### config.mk
export PLATFORM = sky130hd
export DESIGN_NAME = r16_pipe_ctrl_flat
export DESIGN_NICKNAME = d
export VERILOG_FILES = /design/src/rtl/r16_pipe_ctrl_pkg.sv /design/src/rtl/r16_pipe_ctrl_if.sv /design/src/rtl/r16_pipe_vld_chain.sv /design/src/rtl/r16_pipe_ctrl.sv /design/src/flat_wrapper.sv
export SDC_FILE = /design/constraint.sdc
export NUM_CORES = 1
export LEC_CHECK = 0
export BUFFER_PORTS_ARGS = -buffer_cell sky130_fd_sc_hd__buf_2
export CAP_MARGIN = 20
export CORE_MARGIN = 2
export CORE_UTILIZATION = 30
export CTS_BUF_LIST = sky130_fd_sc_hd__clkbuf_16
export CTS_CLUSTER_SIZE = 10
export DETAILED_ROUTE_END_ITERATION = 16
export GPL_ROUTABILITY_DRIVEN = 0
export HOLD_SLACK_MARGIN = 0.1
export MAX_ROUTING_LAYER = met4
export PLACE_DENSITY = 0.59
export SLEW_MARGIN = 20
export SYNTH_ARGS = -nofsm -noshare
export SYNTH_HDL_FRONTEND = slang
export SYNTH_SLANG_ARGS = --single-unit
### constraint.sdc
create_clock -name clk -period 2.85 [get_ports clk]
set_input_delay 0.1425 -clock clk [delete_from_list [all_inputs] [get_ports clk]]
set_output_delay 0.1425 -clock clk [all_outputs]
set_load 0.02 [all_outputs]
### src/rtl/r16_pipe_ctrl_pkg.sv
// Shared types and defaults for the radix-16 modular pipeline sequencer.
package r16_pipe_ctrl_pkg;

    localparam int R16_WIDTH  = 64;
    localparam int R16_STAGES = 4;
    localparam int R16_GRP    = 16;
    localparam int R16_GCNT_W = 16;

    typedef enum logic [1:0] {
        ST_IDLE  = 2'd0,
        ST_LOAD  = 2'd1,
        ST_RUN   = 2'd2,
        ST_DRAIN = 2'd3
    } state_t;

endpackage

### src/rtl/r16_pipe_ctrl_if.sv
// Control/handshake bundle between the feeder/writeback side and the sequencer.
interface r16_pipe_ctrl_if
    import r16_pipe_ctrl_pkg::*;
#(
    parameter int P_WIDTH  = R16_WIDTH,
    parameter int P_STAGES = R16_STAGES,
    parameter int P_GCNT_W = R16_GCNT_W
);
    logic                start;
    logic [P_WIDTH-1:0]  mod_in;
    logic [P_GCNT_W-1:0] num_grp;
    logic                in_valid;
    logic                in_ready;
    logic                out_ready;
    logic                out_valid;
    logic [P_STAGES-1:0] stage_en;
    logic [P_STAGES-1:0] stage_vld;
    logic [P_WIDTH-1:0]  mod_out;
    logic                sog;
    logic                eog;
    logic                busy;
    logic                done;

    modport master (
        output start, mod_in, num_grp, in_valid, out_ready,
        input  in_ready, out_valid, stage_en, stage_vld,
        input  mod_out, sog, eog, busy, done
    );

    modport slave (
        input  start, mod_in, num_grp, in_valid, out_ready,
        output in_ready, out_valid, stage_en, stage_vld,
        output mod_out, sog, eog, busy, done
    );
endinterface

### src/rtl/r16_pipe_vld_chain.sv
// Bubble-collapsing enable/valid chain for the controlled register stages.
module r16_pipe_vld_chain
    import r16_pipe_ctrl_pkg::*;
#(
    parameter int P_STAGES = R16_STAGES
) (
    input  logic                clk,
    input  logic                rst_n,
    input  logic                accept,
    input  logic                out_ready,
    output logic [P_STAGES-1:0] stage_en,
    output logic [P_STAGES-1:0] stage_vld
);

    // A stage may load if it is empty or everything ahead of it moves.
    always_comb begin
        logic run;
        run      = out_ready;
        stage_en = '0;
        for (int i = P_STAGES - 1; i >= 0; i--) begin
            run         = ~stage_vld[i] | run;
            stage_en[i] = run;
        end
    end

    always_ff @(posedge clk or negedge rst_n) begin
        if (!rst_n) begin
            stage_vld <= '0;
        end else begin
            if (stage_en[0])
                stage_vld[0] <= accept;
            for (int i = 1; i < P_STAGES; i++)
                if (stage_en[i])
                    stage_vld[i] <= stage_vld[i-1];
        end
    end

endmodule

### src/rtl/r16_pipe_ctrl.sv
// Batch sequencer: FSM, operand counters, modulus broadcast and group markers.
module r16_pipe_ctrl
    import r16_pipe_ctrl_pkg::*;
#(
    parameter int P_WIDTH  = R16_WIDTH,
    parameter int P_STAGES = R16_STAGES,
    parameter int P_GRP    = R16_GRP,
    parameter int P_GCNT_W = R16_GCNT_W
) (
    input logic            clk,
    input logic            rst_n,
    r16_pipe_ctrl_if.slave bus
);

    localparam int LG = $clog2(P_GRP);
    localparam int TW = P_GCNT_W + LG;

    state_t              state;
    state_t              state_nxt;
    logic [P_GCNT_W-1:0] grp_q;
    logic [P_WIDTH-1:0]  mod_q;
    logic [TW-1:0]       total;
    logic [TW-1:0]       last_idx;
    logic [TW-1:0]       in_cnt;
    logic [TW-1:0]       out_cnt;
    logic [TW-1:0]       grp_pos;
    logic [P_STAGES-1:0] stage_en;
    logic [P_STAGES-1:0] stage_vld;
    logic                in_ready;
    logic                out_valid;
    logic                accept;
    logic                out_hs;
    logic                last_in;
    logic                last_out;
    logic                take;
    logic                done;

    assign total     = TW'(grp_q) << LG;
    assign last_idx  = total - TW'(1);
    assign in_ready  = (state == ST_RUN) & stage_en[0];
    assign accept    = bus.in_valid & in_ready;
    assign out_valid = stage_vld[P_STAGES-1];
    assign out_hs    = out_valid & bus.out_ready;
    assign last_in   = accept & (in_cnt == last_idx);
    assign last_out  = out_hs & (out_cnt == last_idx);
    assign take      = (state == ST_IDLE) & bus.start;
    assign grp_pos   = out_cnt & TW'(P_GRP - 1);

    r16_pipe_vld_chain #(
        .P_STAGES (P_STAGES)
    ) u_chain (
        .clk       (clk),
        .rst_n     (rst_n),
        .accept    (accept),
        .out_ready (bus.out_ready),
        .stage_en  (stage_en),
        .stage_vld (stage_vld)
    );

    always_comb begin
        state_nxt = state;
        done      = 1'b0;
        unique case (state)
            ST_IDLE: begin
                if (bus.start)
                    state_nxt = ST_LOAD;
            end
            ST_LOAD: begin
                if (total == '0) begin
                    state_nxt = ST_IDLE;
                    done      = 1'b1;
                end else begin
                    state_nxt = ST_RUN;
                end
            end
            ST_RUN: begin
                if (last_in)
                    state_nxt = ST_DRAIN;
            end
            ST_DRAIN: begin
                if (last_out) begin
                    state_nxt = ST_IDLE;
                    done      = 1'b1;
                end
            end
            default: state_nxt = ST_IDLE;
        endcase
    end

    always_ff @(posedge clk or negedge rst_n) begin
        if (!rst_n)
            state <= ST_IDLE;
        else
            state <= state_nxt;
    end

    always_ff @(posedge clk or negedge rst_n) begin
        if (!rst_n) begin
            grp_q   <= '0;
            mod_q   <= '0;
            in_cnt  <= '0;
            out_cnt <= '0;
        end else if (take) begin
            grp_q   <= bus.num_grp;
            mod_q   <= bus.mod_in;
            in_cnt  <= '0;
            out_cnt <= '0;
        end else begin
            if (accept)
                in_cnt <= in_cnt + TW'(1);
            if (out_hs)
                out_cnt <= out_cnt + TW'(1);
        end
    end

    // Enables are forced low while reset is held so no stage loads garbage.
    assign bus.stage_en  = rst_n ? stage_en : '0;
    assign bus.stage_vld = stage_vld;
    assign bus.in_ready  = in_ready;
    assign bus.out_valid = out_valid;
    assign bus.mod_out   = mod_q;
    assign bus.sog       = out_valid & (grp_pos == '0);
    assign bus.eog       = out_valid & (grp_pos == TW'(P_GRP - 1));
    assign bus.busy      = (state != ST_IDLE);
    assign bus.done      = done;

endmodule

### src/flat_wrapper.sv
// flat-port wrapper written by rule: the top's interface ports become plain ports
module r16_pipe_ctrl_flat import r16_pipe_ctrl_pkg::*;
#(
    parameter int P_WIDTH  = R16_WIDTH,
    parameter int P_STAGES = R16_STAGES,
    parameter int P_GRP    = R16_GRP,
    parameter int P_GCNT_W = R16_GCNT_W
)
  (clk, rst_n, bus_start, bus_mod_in, bus_num_grp, bus_in_valid, bus_out_ready, bus_in_ready, bus_out_valid, bus_stage_en, bus_stage_vld, bus_mod_out, bus_sog, bus_eog, bus_busy, bus_done);
  r16_pipe_ctrl_if #(.P_WIDTH(P_WIDTH), .P_STAGES(P_STAGES), .P_GCNT_W(P_GCNT_W)) bus_i ();
  input logic clk;
  input logic rst_n;
  input wire logic [$bits(bus_i.start)-1:0] bus_start;
  input wire logic [$bits(bus_i.mod_in)-1:0] bus_mod_in;
  input wire logic [$bits(bus_i.num_grp)-1:0] bus_num_grp;
  input wire logic [$bits(bus_i.in_valid)-1:0] bus_in_valid;
  input wire logic [$bits(bus_i.out_ready)-1:0] bus_out_ready;
  output wire logic [$bits(bus_i.in_ready)-1:0] bus_in_ready;
  output wire logic [$bits(bus_i.out_valid)-1:0] bus_out_valid;
  output wire logic [$bits(bus_i.stage_en)-1:0] bus_stage_en;
  output wire logic [$bits(bus_i.stage_vld)-1:0] bus_stage_vld;
  output wire logic [$bits(bus_i.mod_out)-1:0] bus_mod_out;
  output wire logic [$bits(bus_i.sog)-1:0] bus_sog;
  output wire logic [$bits(bus_i.eog)-1:0] bus_eog;
  output wire logic [$bits(bus_i.busy)-1:0] bus_busy;
  output wire logic [$bits(bus_i.done)-1:0] bus_done;
  assign bus_i.start = bus_start;
  assign bus_i.mod_in = bus_mod_in;
  assign bus_i.num_grp = bus_num_grp;
  assign bus_i.in_valid = bus_in_valid;
  assign bus_i.out_ready = bus_out_ready;
  assign bus_in_ready = bus_i.in_ready;
  assign bus_out_valid = bus_i.out_valid;
  assign bus_stage_en = bus_i.stage_en;
  assign bus_stage_vld = bus_i.stage_vld;
  assign bus_mod_out = bus_i.mod_out;
  assign bus_sog = bus_i.sog;
  assign bus_eog = bus_i.eog;
  assign bus_busy = bus_i.busy;
  assign bus_done = bus_i.done;
  r16_pipe_ctrl #(.P_WIDTH(P_WIDTH), .P_STAGES(P_STAGES), .P_GRP(P_GRP), .P_GCNT_W(P_GCNT_W)) u_core (.clk(clk), .rst_n(rst_n), .bus(bus_i));
endmodule
### Yosys cells after proc, flatten, opt, wreduce, memory -nomap -nowiden

Cells that the tools add are included.

| word-level totals | value |
|---|---|
| logic and storage cells | 57 |
| input port bits | 85 |
| register bits | 126 |

| cells by class | value |
|---|---|
| eq/ne operators | 9 |
| $add $sub $neg | 3 |
| bitwise gates (word level) | 16 |
| reduce and logical (&&, ||, !) cells | 7 |
| multiplexer cells | 13 |

Operators with widths:

| kind | count |
|---|---|
| 2-to-1 mux 20 bit | 4 |
| adder 20 x 1 -> 20 bit, second input constant | 2 |
| == test 20 bit | 2 |
| logical NOT 20 bit | 2 |
| subtractor 20 x 1 -> 20 bit, second input constant | 1 |
| bitwise AND 1 bit | 8 |
| 2-to-1 mux 2 bit | 4 |
| one-hot mux 2 bit (4 select lines) | 1 |
| nonzero test 2 bit | 3 |
| == test 2 bit, second input constant | 2 |
| == test 4 bit, second input constant | 1 |
| 2-to-1 mux 4 bit | 1 |
| != test 2 x 1 -> 1 bit, second input constant | 2 |
| NOT 1 bit | 4 |
| bitwise OR 1 bit | 4 |
| AND reduction 3 bit | 1 |
| == test 2 x 1 -> 1 bit, second input constant | 1 |
| logical NOT 2 bit | 1 |
| 2-to-1 mux 1 bit | 2 |
| != test 2 bit, second input constant | 1 |
| one-hot mux 1 bit (2 select lines) | 1 |

### Logic depth before layout (Yosys ltp)

Gate-level depths: netlist (run 1).

| logic depth | value |
|---|---|
| depth after elaboration | 10 |
| gate-level depth with buffers | 10 |
| mapped depth without buffers | 9 |

### By module

Synthesis (run 1) repeated with hierarchy kept, for this count alone.

| second synthesis, totals | value |
|---|---|
| cells, all modules | 541 |
| area, all modules | 6,185.9 um^2 |

Modules (own cells, without submodules):

| module | sequential area each (um^2) | cells each | times used | area each (um^2) |
|---|---|---|---|---|
| r16_pipe_ctrl | 3,052.9 | 528 | 1 | 6,017.0 |
| r16_pipe_vld_chain | 100.1 | 13 | 1 | 168.9 |

### Worst setup path after synthesis (run 1)

OpenSTA, ideal clock, no wires.

| path | value |
|---|---|
| path kind | register to output |
| start point | register u_core.grp_q[0] |
| end point | output bus_done |
| buffers on the path | 1 |
| arrival | 3.220 ns |
| stages on the path, launching flop included | 11 |
| data required time | 2.707 ns |
| slack | -0.513 ns |
| path through | dfrtp_1 -> inv_1 -> ha_1 -> or4b_4 -> buf_6 -> or3_4 -> xnor2_1 -> o2111ai_1 -> or4_1 -> or3_1 -> a21oi_1 |

| on the way | value |
|---|---|
| longest elaborated chain between the ends | 5 |

RTL lines:

| item | RTL line | text |
|---|---|---|
| start: declaration | r16_pipe_ctrl.sv:20 | `logic [P_GCNT_W-1:0] grp_q;` |
| start signal: assignment | r16_pipe_ctrl.sv:104 | `grp_q <= bus.num_grp;` |
| subtractor 20 x 1 -> 20 bit | r16_pipe_ctrl.sv:39 | `assign last_idx = total - TW'(1);` |
| == test 20 bit | r16_pipe_ctrl.sv:45 | `assign last_out = out_hs & (out_cnt == last_idx);` |
| bitwise AND 1 bit | r16_pipe_ctrl.sv:45 |  |
| 2-to-1 mux 1 bit | r16_pipe_ctrl.sv:81 | `if (last_out) begin` |
| one-hot mux 1 bit (2 select lines) * | r16_pipe_ctrl.sv:63 | `unique case (state)` |
| end: declaration | flat_wrapper.sv:26 | `output wire logic [$bits(bus_i.done)-1:0] bus_done;` |

Every way passes the cells marked *; elsewhere a longest branch is shown, timed or not.

### Worst setup path after layout (run 1)

Ends and elaborated chain as after synthesis.

==> qor.yml, run 1 <==
num_vias: 5046
ys_types: 50
clock.fmax_mhz: 286
routed_wl_um: 16200
finish.utilization: 0.449
fp.dieW_um: 147
drc_errors: 0
start_util: 0.305
cts_max_level: 4
slew_headroom: 0.583
outcome: "finished with violations"
violations: "setup timing"
place_ws_ns: -0.361
core-area_um2: 20200
rsz0062_at_grt: "yes"
path_cells: "inv_2 > ha_4 > or4b_4 > or3_4 > xnor2_2 > o2111ai_2 > or4_1 > or3_4 > a21oi_4 > buf_6"
setup_violations: 1
slowest_stage: "or4_1"
cts_sinks: 126
netlist.area_leader.share: 0.513
num_rows: 52
syn_to_final_growth_pct: 47.2
synth.cell_area_um2: 6150
crit_top_cell: "or3_4"
wl_per_cell_um: 14.7
ys_seq_elements: 126
cp.buffers_inverters: 2
num-fill-cells: 1897
grt_pass1_wl_um: 27200
cpLargestDelayFamily: "simple AND/OR/NAND/NOR gates"
maxCapViolations: 0
port_buffers: 162
synth_flop_cell: "dfrtp_1"
synth_top_area_cell: "dfrtp_1"
synth_edf_count: 0
n_antenna_cell: 0
clock_latency_ns: 0.42
ios: 163
first_pass_iters: 4
finalClockSkew_ns: 0.00727
timing.final.max_slew_violations: 0
antenna_found_initial: 0
grt_use_total: 0.162
final_antenna_net_count: 0
drive_gt1_frac: 0.403
synthCells: 544
worstPathArrival_ns: 3.35
leakage_uw: 0.00413
irDropWorstVdd_mv: 0.420
period_share: 1.23
synthArstFlopShare: 1.00
criticalPathCategory: "reg -> out"
grt_max_degree: 103
setup_ws_ns: -0.643
avgViaCountPerCell: 4.57
gr-total-overflow: 0
die-area_um2: 21700
finalCriticalPeriod_ns: 3.49
first_iter_violations: 128
ys_warn_count: 0
synthTopCellsByArea: "dfrtp_1 51%, mux2_2 14%, xnor2_1 5.4%"
grt_pass1_vias: 5536
cellPowerDensity_nw_per_um2: 771
syn-num-nets: 633
clock-root-buffer: "clkbuf_16"
hpwl_um: 11100
layout.nets: 910
die_height_um: 147
end_kind: "primary output"
crit_fanout: 2
cts_tree: "done"
path_clk_slew_ns: 0.06
tightest_slew_ns: 0.625
slowest_delay_ns: 0.55
required_ns: 2.71
numCtsBuffers: 17
worstHoldPathType: "in -> reg"
seq_area_frac_synth: 0.513
syn_area_per_cell_um2: 11.3
cp-start-kind: "flop"
cts_buffer_depth: 2
hold_viol: 0
==> synthesized netlist by cell type (all sizes together), types with 7 or more instances <==
cell type / instances
nor2: 54
mux2: 77
nor3: 7
a21oi: 14
nand2: 24
xnor2: 38
inv: 10
or4: 7
and3: 8
o21ai: 12
xor2: 32
nand3: 20
buf: 9
or3: 11
nor4: 8
dfrtp: 126
nand4: 14
clkbuf: 21
and2: 8
==> tightest hold or removal path: stages <==
cell      delay (ns)
buf_2           0.13
nand4b_1        0.17
nand2_1         0.06
==> registers in the layout (all words and copies together), names as in the netlist, named ones only <==
| register | count |
|---|---|
| u_core.in_cnt | 20 |
| u_core.state | 1 |
| u_core.u_chain.stage_vld | 4 |
| u_core.out_cnt | 20 |
| u_core.grp_q | 16 |
| u_core.bus.mod_out | 64 |
==> final timing paths <==
path                                         from                          end  slack, ns  cells after the start
max reg2reg                       u_core.grp_q[0]              u_core.state[0]       0.10                     10
min                                 bus_out_ready  u_core.u_chain.stage_vld[1]       0.14                      3
max                               u_core.grp_q[0]                     bus_done      -0.64                     10
min reg2reg                u_core.bus.mod_out[19]       u_core.bus.mod_out[19]       0.50                      1
max in group asynchronous                   rst_n        u_core.bus.mod_out[7]       1.74                      3
min in group asynchronous                   rst_n       u_core.bus.mod_out[23]       0.24                      2
==> metrics by stage <==
stage | total power (uW) | cell area, um2 | setup TNS [ns] | instances | hold slack [ns]
floorplan | 3930 | 6180 | -0.251 | 544 | -0.153
global placement | 4710 | 7550 | -0.467 | 987 | 0.104
detailed placement | 4740 | 7550 | -0.543 | 987 | 0.0992
CTS | 7030 | 9000 | -1.90 | 1107 | 0.116
global route | 7410 | 9050 | -0.737 | 1103 | 0.154
finish | 6980 | 9050 | -0.643 | 1103 | 0.136
==> area by class of cell <==
cell class,instances,area (um2),share of cell area
Inverter,10,37.5,0.00415
Multi-Input combinational cell,378,2950,0.325
Sequential cell,126,3150,0.348
Tap cell,270,338,0.0373
Timing Repair Buffer,288,2010,0.222
Clock inverter,14,145,0.0160
Clock buffer,17,425,0.0470
==> cell usage in the layout (no fill, tap or decap), types with 14 or more instances in the layout <==
master | Yosys | layout
buf_2 | 1 | 160
dfrtp_1 | 126 | 126
dlygate4sd3_1 | 0 | 82
mux2_2 | 77 | 77
nor2_1 | 54 | 54
buf_4 | 1 | 42
xnor2_1 | 38 | 35
xor2_1 | 32 | 32
nand2_1 | 24 | 24
nand3_1 | 20 | 20
clkbuf_16 | 0 | 17
nand4_1 | 14 | 14
==> metal layers <==
metal / global-route usage / wire, um / share of wire
met3: 0.0394 / 691 / 0.043
met5: - / 0 / 0
met1: 0.191 / 7140 / 0.44
met4: 0.0611 / 386 / 0.024
met2: 0.270 / 7950 / 0.49
==> power breakdown <==
group          internal [uW]  switching (uW)
logic                   1110            1220
registers               2220             338
clock network           1280             821
total                   4600            2380
==> kinds of logic (layout without fill, tap and decap cells) <==
kind of cell,after synthesis,after routing,synth area share
compound gates,42,42,0.0435
xor+xnor,72,72,0.107
fa+ha+maj,4,4,0.00814
buf+inv,40,329,0.0277
flops,126,126,0.513
mux,80,80,0.146
simple gates,180,180,0.155
==> what timing repair did <==
item	4_1_cts	5_1_grt
hold buffers	82	0
gates cloned	0	0
hold endpoints to repair	106	0
gates resized for setup	4	14
pin swaps	7	9
endpoints found under the setup margin	2	3
setup buffers	7	3
(Power assumes the default switching activity.)
==> run 2: changes to the inputs <==
- SETUP_SLACK_MARGIN: default -> 0.1
==> run 2 against run 1 <==
The run still ends with setup timing left. Critical path depth stayed put. Clock-buffer cell count stayed put. Wire length stayed put. Fmax stayed put. Register-to-register slack hardly changed. Power stayed put. Cell area stayed put. Clock skew stayed put. Combinational power hardly changed. Worst hold slack stayed put. Sequential power hardly changed. Final cell count stayed put. Critical endpoint unchanged. Highest routed layer unchanged.
==> qor.yml, run 2 (synthesis gave the netlist of run 1 again) <==
outcome: "finished with violations"
violations: "setup timing"
timing.final.max_slew_violations: 0  # unchanged
cts_tree: "done"
drc_errors: 0  # unchanged
irDropWorstVdd_mv: 0.420  # unchanged
criticalPathCategory: "reg -> out"
die_height_um: 147  # unchanged
slew_headroom: 0.583  # unchanged
fp.dieW_um: 147  # unchanged
final_antenna_net_count: 0  # unchanged
setup_ws_ns: -0.643  # unchanged
cts_sinks: 126  # unchanged
met1_length_um: 7140  # unchanged
leakage_uw: 0.00413  # unchanged
n_antenna_cell: 0  # unchanged
end_kind: "primary output"
cts_max_level: 4  # unchanged
largest_reg_flops: 64  # unchanged
hpwl_um: 11100  # unchanged
hold_ws_ns: 0.136  # unchanged
hold_viol: 0  # unchanged
wl_met3_um: 691  # unchanged
grt_pass1_vias: 5536  # unchanged
layout_common_cells: "160 x buf_2, 126 x dfrtp_1, 82 x dlygate4sd3_1"
met2WireLength_um: 7950  # unchanged
placed_area_um2: 7550  # unchanged
die-area_um2: 21700  # unchanged
tns_ns: -0.643  # unchanged
first_pass_iters: 4  # unchanged
worstPathArrival_ns: 3.35  # about the same
tightest_slew_ns: 0.625  # unchanged
gr-total-overflow: 0  # unchanged
grt_pass1_wl_um: 27200  # unchanged
numCtsBuffers: 17  # unchanged
clock.fmax_mhz: 286  # unchanged
place_ws_ns: -0.361  # unchanged
avgViaCountPerCell: 4.57  # unchanged
routed_wl_um: 16200  # unchanged
crit_fanout: 2  # unchanged
clock_latency_ns: 0.42  # about the same
first_iter_violations: 128  # unchanged
cp-start-kind: "flop"
cts_buffer_depth: 2  # unchanged
period_share: 1.23  # unchanged
worstHoldPathType: "in -> reg"
core-area_um2: 20200  # unchanged
layout.nets: 910  # unchanged
start_util: 0.305  # unchanged
drive_gt1_frac: 0.403  # unchanged
cellPowerDensity_nw_per_um2: 771  # unchanged
num_vias: 5046  # unchanged
port_buffers: 162  # unchanged
finalCriticalPeriod_ns: 3.49  # unchanged
final_common_cell: "buf_2"
wl_per_cell_um: 14.7  # unchanged
ios: 163  # unchanged
path_clk_slew_ns: 0.06  # about the same
finalClockSkew_ns: 0.00727  # unchanged
highest_layer: "met4"
syn_to_final_growth_pct: 47.2  # unchanged
setup_violations: 1  # unchanged
maxCapViolations: 0  # unchanged
required_ns: 2.71  # about the same
clock-root-buffer: "clkbuf_16"
antenna_found_initial: 0  # unchanged
fin_area_um2: 9050  # unchanged
grt_use_total: 0.162  # unchanged
grt_max_degree: 103  # unchanged
num_rows: 52  # unchanged
rsz0062_at_grt: "yes"
-- run 2: what timing repair did --
action	4_1_cts	5_1_grt
cloned	0	0
setup endpoints to repair	3	3
resized for setup	4	14
endpoints found under the hold margin	106	0
hold buffers	82	0
pin swaps	7	9
setup buffers	7	3
-- run 2: area by class of cell --
cell class / instances / area (um2)
Inverter: 10 / 37.5
Multi-Input combinational cell: 378 / 2950
Tap cell: 270 / 338
Fill cell: 1897 / 11100
Clock buffer: 17 / 425
Timing Repair Buffer: 288 / 2010
Clock inverter: 14 / 145
Sequential cell: 126 / 3150
-- run 2: worst paths after layout --
kind	startpoint	to	slack [ns]	cells after the start
worst max-delay path	u_core.grp_q[0]	bus_done	-0.64	10
worst min-delay path	bus_out_ready	u_core.u_chain.stage_vld[1]	0.14	3
worst max register to register	u_core.grp_q[0]	u_core.state[0]	0.10	10
worst min register to register	u_core.bus.mod_out[19]	u_core.bus.mod_out[19]	0.50	1
max in group asynchronous	rst_n	u_core.bus.mod_out[7]	1.74	3
min in group asynchronous	rst_n	u_core.bus.mod_out[23]	0.24	2
-- run 2: critical path, cell delays in order (launching register included) --
cell	delay (ns)
dfrtp_1	0.39
inv_2	0.08
ha_4	0.13
or4b_4	0.46
or3_4	0.36
xnor2_2	0.15
o2111ai_2	0.13
or4_1	0.55
or3_4	0.36
a21oi_4	0.17
buf_6	0.14
-- run 2: per-stage QoR --
stage,utilization,cells,total power (uW)
global route,0.449,1103,7410
floorplan,-,544,3930
detailed placement,0.374,987,4740
finish,0.449,1103,6980
CTS,0.446,1107,7030
global placement,0.374,987,4710
-- run 2: where the power goes --
part,internal [uW],switching [uW]
logic,1110,1220
clock network,1280,821
registers,2220,338
total,4600,2380
-- run 2: routing by layer --
metal  up-vias  GRT usage
met1      2429      0.191
li1       2452          -
met3        29     0.0394
met2       136      0.270
met5         -          -
met4         0     0.0611
==> run 3: changes to the inputs <==
- ABC_AREA: default -> 1
==> run 3 against run 2 <==
Clock skew rose by 0.013 ns. Die area up 7.2%. Power shrank 22%. Critical path type unchanged. First-iteration DRC count grew to 3.5 times the previous value. Sequential power down 13%. Flip-flop and latch count did not move. Clock-buffer cell count stayed put. Critical endpoint unchanged. Global-route usage up 1.8 points. Synthesized area up 7.4%. Worst hold slack got worse by 0.022 ns. Worst setup slack better by 0.93 ns. The flow now finishes without violations.
==> qor.yml, run 3 <==
outcome: "complete, no violations"
worstHoldPathType: "in -> reg"
seq_area_frac_synth: 0.477  # -0.0354
antenna_found_initial: 0  # unchanged
leakage_uw: 0.00479  # +16%
synth_xor_area_frac: 0.0172  # -0.0898
hold_ws_ns: 0.114  # -0.0225 ns
place_ws_ns: 0.496  # +0.856 ns
combPwrFrac: 0.190  # -0.143
final_common_cell: "nand2_1"
cts_tree: "done"
synth_flop_cell: "dfrtp_1"
cp-start-kind: "flop"
crit_start: "u_core.grp_q[2]"
end_kind: "primary output"
tightest_slew_ns: 0.553  # -0.0727 ns
p_int_uw: 3630  # -21%
num-fill-cells: 2157  # +14%
period_share: 0.900  # -0.325
criticalPathCategory: "reg -> out"
cp.buffers_inverters: 1  # -1
fin_area_um2: 9180  # +1.4%
power_frac_seq: 0.409  # +0.043
die_height_um: 152  # +3.5%
swShare: 0.331  # -0.00941
num_rows: 54  # +3.8%
slew_headroom: 0.628  # +0.0451
start_util: 0.305  # about the same
core-area_um2: 21700  # +7.5%
timing.final.max_slew_violations: 0  # unchanged
crit-reg2reg-launch: "u_core.state[0]"
synthCells: 905  # +66%
hpwl_um: 13500  # +21%
ys_types: 39  # -22%
synthTopCellsByArea: "dfrtp_1 48%, nand2_1 21%, nand3_1 5.2%"
synth_fa_ha_area_frac: 0.00758  # -0.000563
grt_pass1_vias: 6704  # +21%
cpLargestDelayFamily: "simple AND/OR/NAND/NOR gates"
numCtsBuffers: 17  # unchanged
finalClockSkew_ns: 0.0202  # +0.0129 ns
syn_to_final_growth_pct: 38.9
cellPowerDensity_nw_per_um2: 591  # -23%
clock-root-buffer: "clkbuf_16"
wl_per_cell_um: 13.7  # -6.4%
synth_edf_count: 0  # unchanged
setup_ws_ns: 0.284  # +0.927 ns
required_ns: 2.71  # about the same
placed_area_um2: 7750  # +2.8%
drive_gt1_frac: 0.200  # -0.203
crit_top_cell: "nand2_1"
die-area_um2: 23200  # +7.2%
grt_pass1_wl_um: 33000  # +21%
crit_fanout: 5  # +3
fp.dieW_um: 152  # +3.5%
crit_cells: 13  # +3
synth_top_family_by_area: "simple AND/OR/NAND/NOR gates"
ys_seq_elements: 126  # unchanged
netlist.area_leader.share: 0.477  # -0.0354
routed_wl_um: 19800  # +23%
n_antenna_cell: 0  # unchanged
layout.nets: 1240  # +36%
num_vias: 6640  # +32%
cts_sinks: 126  # unchanged
setup_violations: 0  # -1
path_cells: "nor2_2 > nand2_4 > nor2_4 > nand2_1 > nand3_1 > nand2_1 > nor2_1 > nor3b_2 > nand2_1 > nor2_1 > nand3_1 > nand2_1 > buf_2"
synthArstFlopShare: 1.00  # unchanged
slowest_delay_ns: 0.46  # -0.09 ns
port_buffers: 162  # unchanged
yosys-mux-area-fraction: 0  # -0.146
slowest_stage: "dfrtp_1"
cts_max_level: 4  # unchanged
clock_latency_ns: 0.44  # +0.02 ns
grt_max_degree: 109  # +5.8%
synth.cell_area_um2: 6610  # +7.4%
first_iter_violations: 452  # +250%
synth_compound_area_frac: 0.0646  # +0.0210
avgViaCountPerCell: 4.60  # +0.51%
irDropWorstVdd_mv: 0.353  # -16%
synth_top_area_cell: "dfrtp_1"
rrSetupSlack_ns: 0.72  # +0.62 ns
reg2regPathDepth: 11  # +1
path_clk_slew_ns: 0.06  # about the same
first_pass_iters: 6  # +2
grt_use_total: 0.181  # +0.0183
layout_common_cells: "365 x nand2_1, 161 x buf_2, 126 x dfrtp_1"
rsz0062_at_grt: "no"
synthTopCellsByCount: "365 x nand2_1, 126 x dfrtp_1, 90 x inv_1"
cts_buffer_depth: 2  # unchanged
hold_viol: 0  # unchanged
ys_warn_count: 0  # unchanged
maxCapViolations: 0  # unchanged
worstPathArrival_ns: 2.42  # -0.93 ns
gr-total-overflow: 0  # unchanged
syn-num-nets: 994  # +57%
switchingPower_uw: 1800  # -24%
finalPower_uw: 5430  # -22%
synthSimpleGateAreaFrac: 0.367  # +0.212
drc_errors: 0  # unchanged
largest_reg_flops: 64  # unchanged
finalCriticalPeriod_ns: 2.57  # -0.927 ns
syn_area_per_cell_um2: 7.30  # -35%
r2r-end: "u_core.in_cnt[16]"
clock.fmax_mhz: 390  # +36%
crit_end: "bus_done"
synth.most_common_cell: "nand2_1"
final_antenna_net_count: 0  # unchanged
ios: 163  # unchanged
pwr-share-clk: 0.401  # +0.100
tns_ns: 0  # +0.643 ns
[run 3: area by class of cell]
cell class / count / area [um2] / area share
flip-flops and latches: 126 / 3150 / 0.344
multi-input cells: 665 / 3030 / 0.331
repair buffers: 250 / 1720 / 0.187
clock buffers: 17 / 425 / 0.0464
well taps: 280 / 350 / 0.0382
inverters: 91 / 342 / 0.0372
clock inverters: 15 / 153 / 0.0166
[run 3: routing by layer]
layer / global-route usage / wire, um
met3: 0.0381 / 1090
met5: - / 0
met4: 0.0619 / 370
met1: 0.230 / 9420
met2: 0.287 / 8920
[run 3: worst min path at each step]
| stage | depth (start not counted) | start | to |
|---|---|---|---|
| after detailed placement | 1 | rst_n | u_core.u_chain.stage_vld[0] |
| after global placement | 1 | rst_n | u_core.u_chain.stage_vld[1] |
| after global routing | 5 | bus_start | u_core.state[0] |
| after CTS | 5 | bus_start | u_core.state[0] |
| final | 5 | bus_start | u_core.state[0] |
| after floorplan | 0 | rst_n | asynchronous set/reset pin |
[run 3: logic make-up after synthesis]
family | count (synthesis)
simple gates | 570
flops | 126
fa+ha+maj | 4
compound gates | 78
xor+xnor | 13
buf+inv | 114
[run 3: stage by stage]
| stage | instances | util |
|---|---|---|
| 2_1_floorplan | 905 | - |
| 5_1_grt | 1444 | 0.423 |
| 3_3_place_gp | 1329 | 0.358 |
| 4_1_cts | 1443 | 0.422 |
| 6_report | 1444 | 0.423 |
| 3_5_place_dp | 1329 | 0.358 |
[run 3: worst min-delay path, stage by stage]
cell and delay [ns]:
buf_2 0.07, inv_1 0.06, nand2_1 0.08, nand2_1 0.05
nor2_1 0.09
[run 3: power by group through the flow]
stage / clock [uW] / sequential (uW) / combinational, uW
floorplan: 0 / 2250 / 561
global placement: 0 / 2240 / 923
detailed placement: 0 / 2240 / 935
CTS: 2240 / 2210 / 1020
global route: 2320 / 2250 / 1190
finish: 2180 / 2220 / 1030
[run 3: what timing repair did]
item / in CTS / in global routing
hold buffers: 82 / 0
gates cloned: 0 / 0
endpoints found under the hold margin: 120 / 0
setup buffers: 0 / 1
setup endpoints to repair: 1 / 1
resized for setup: 2 / 2
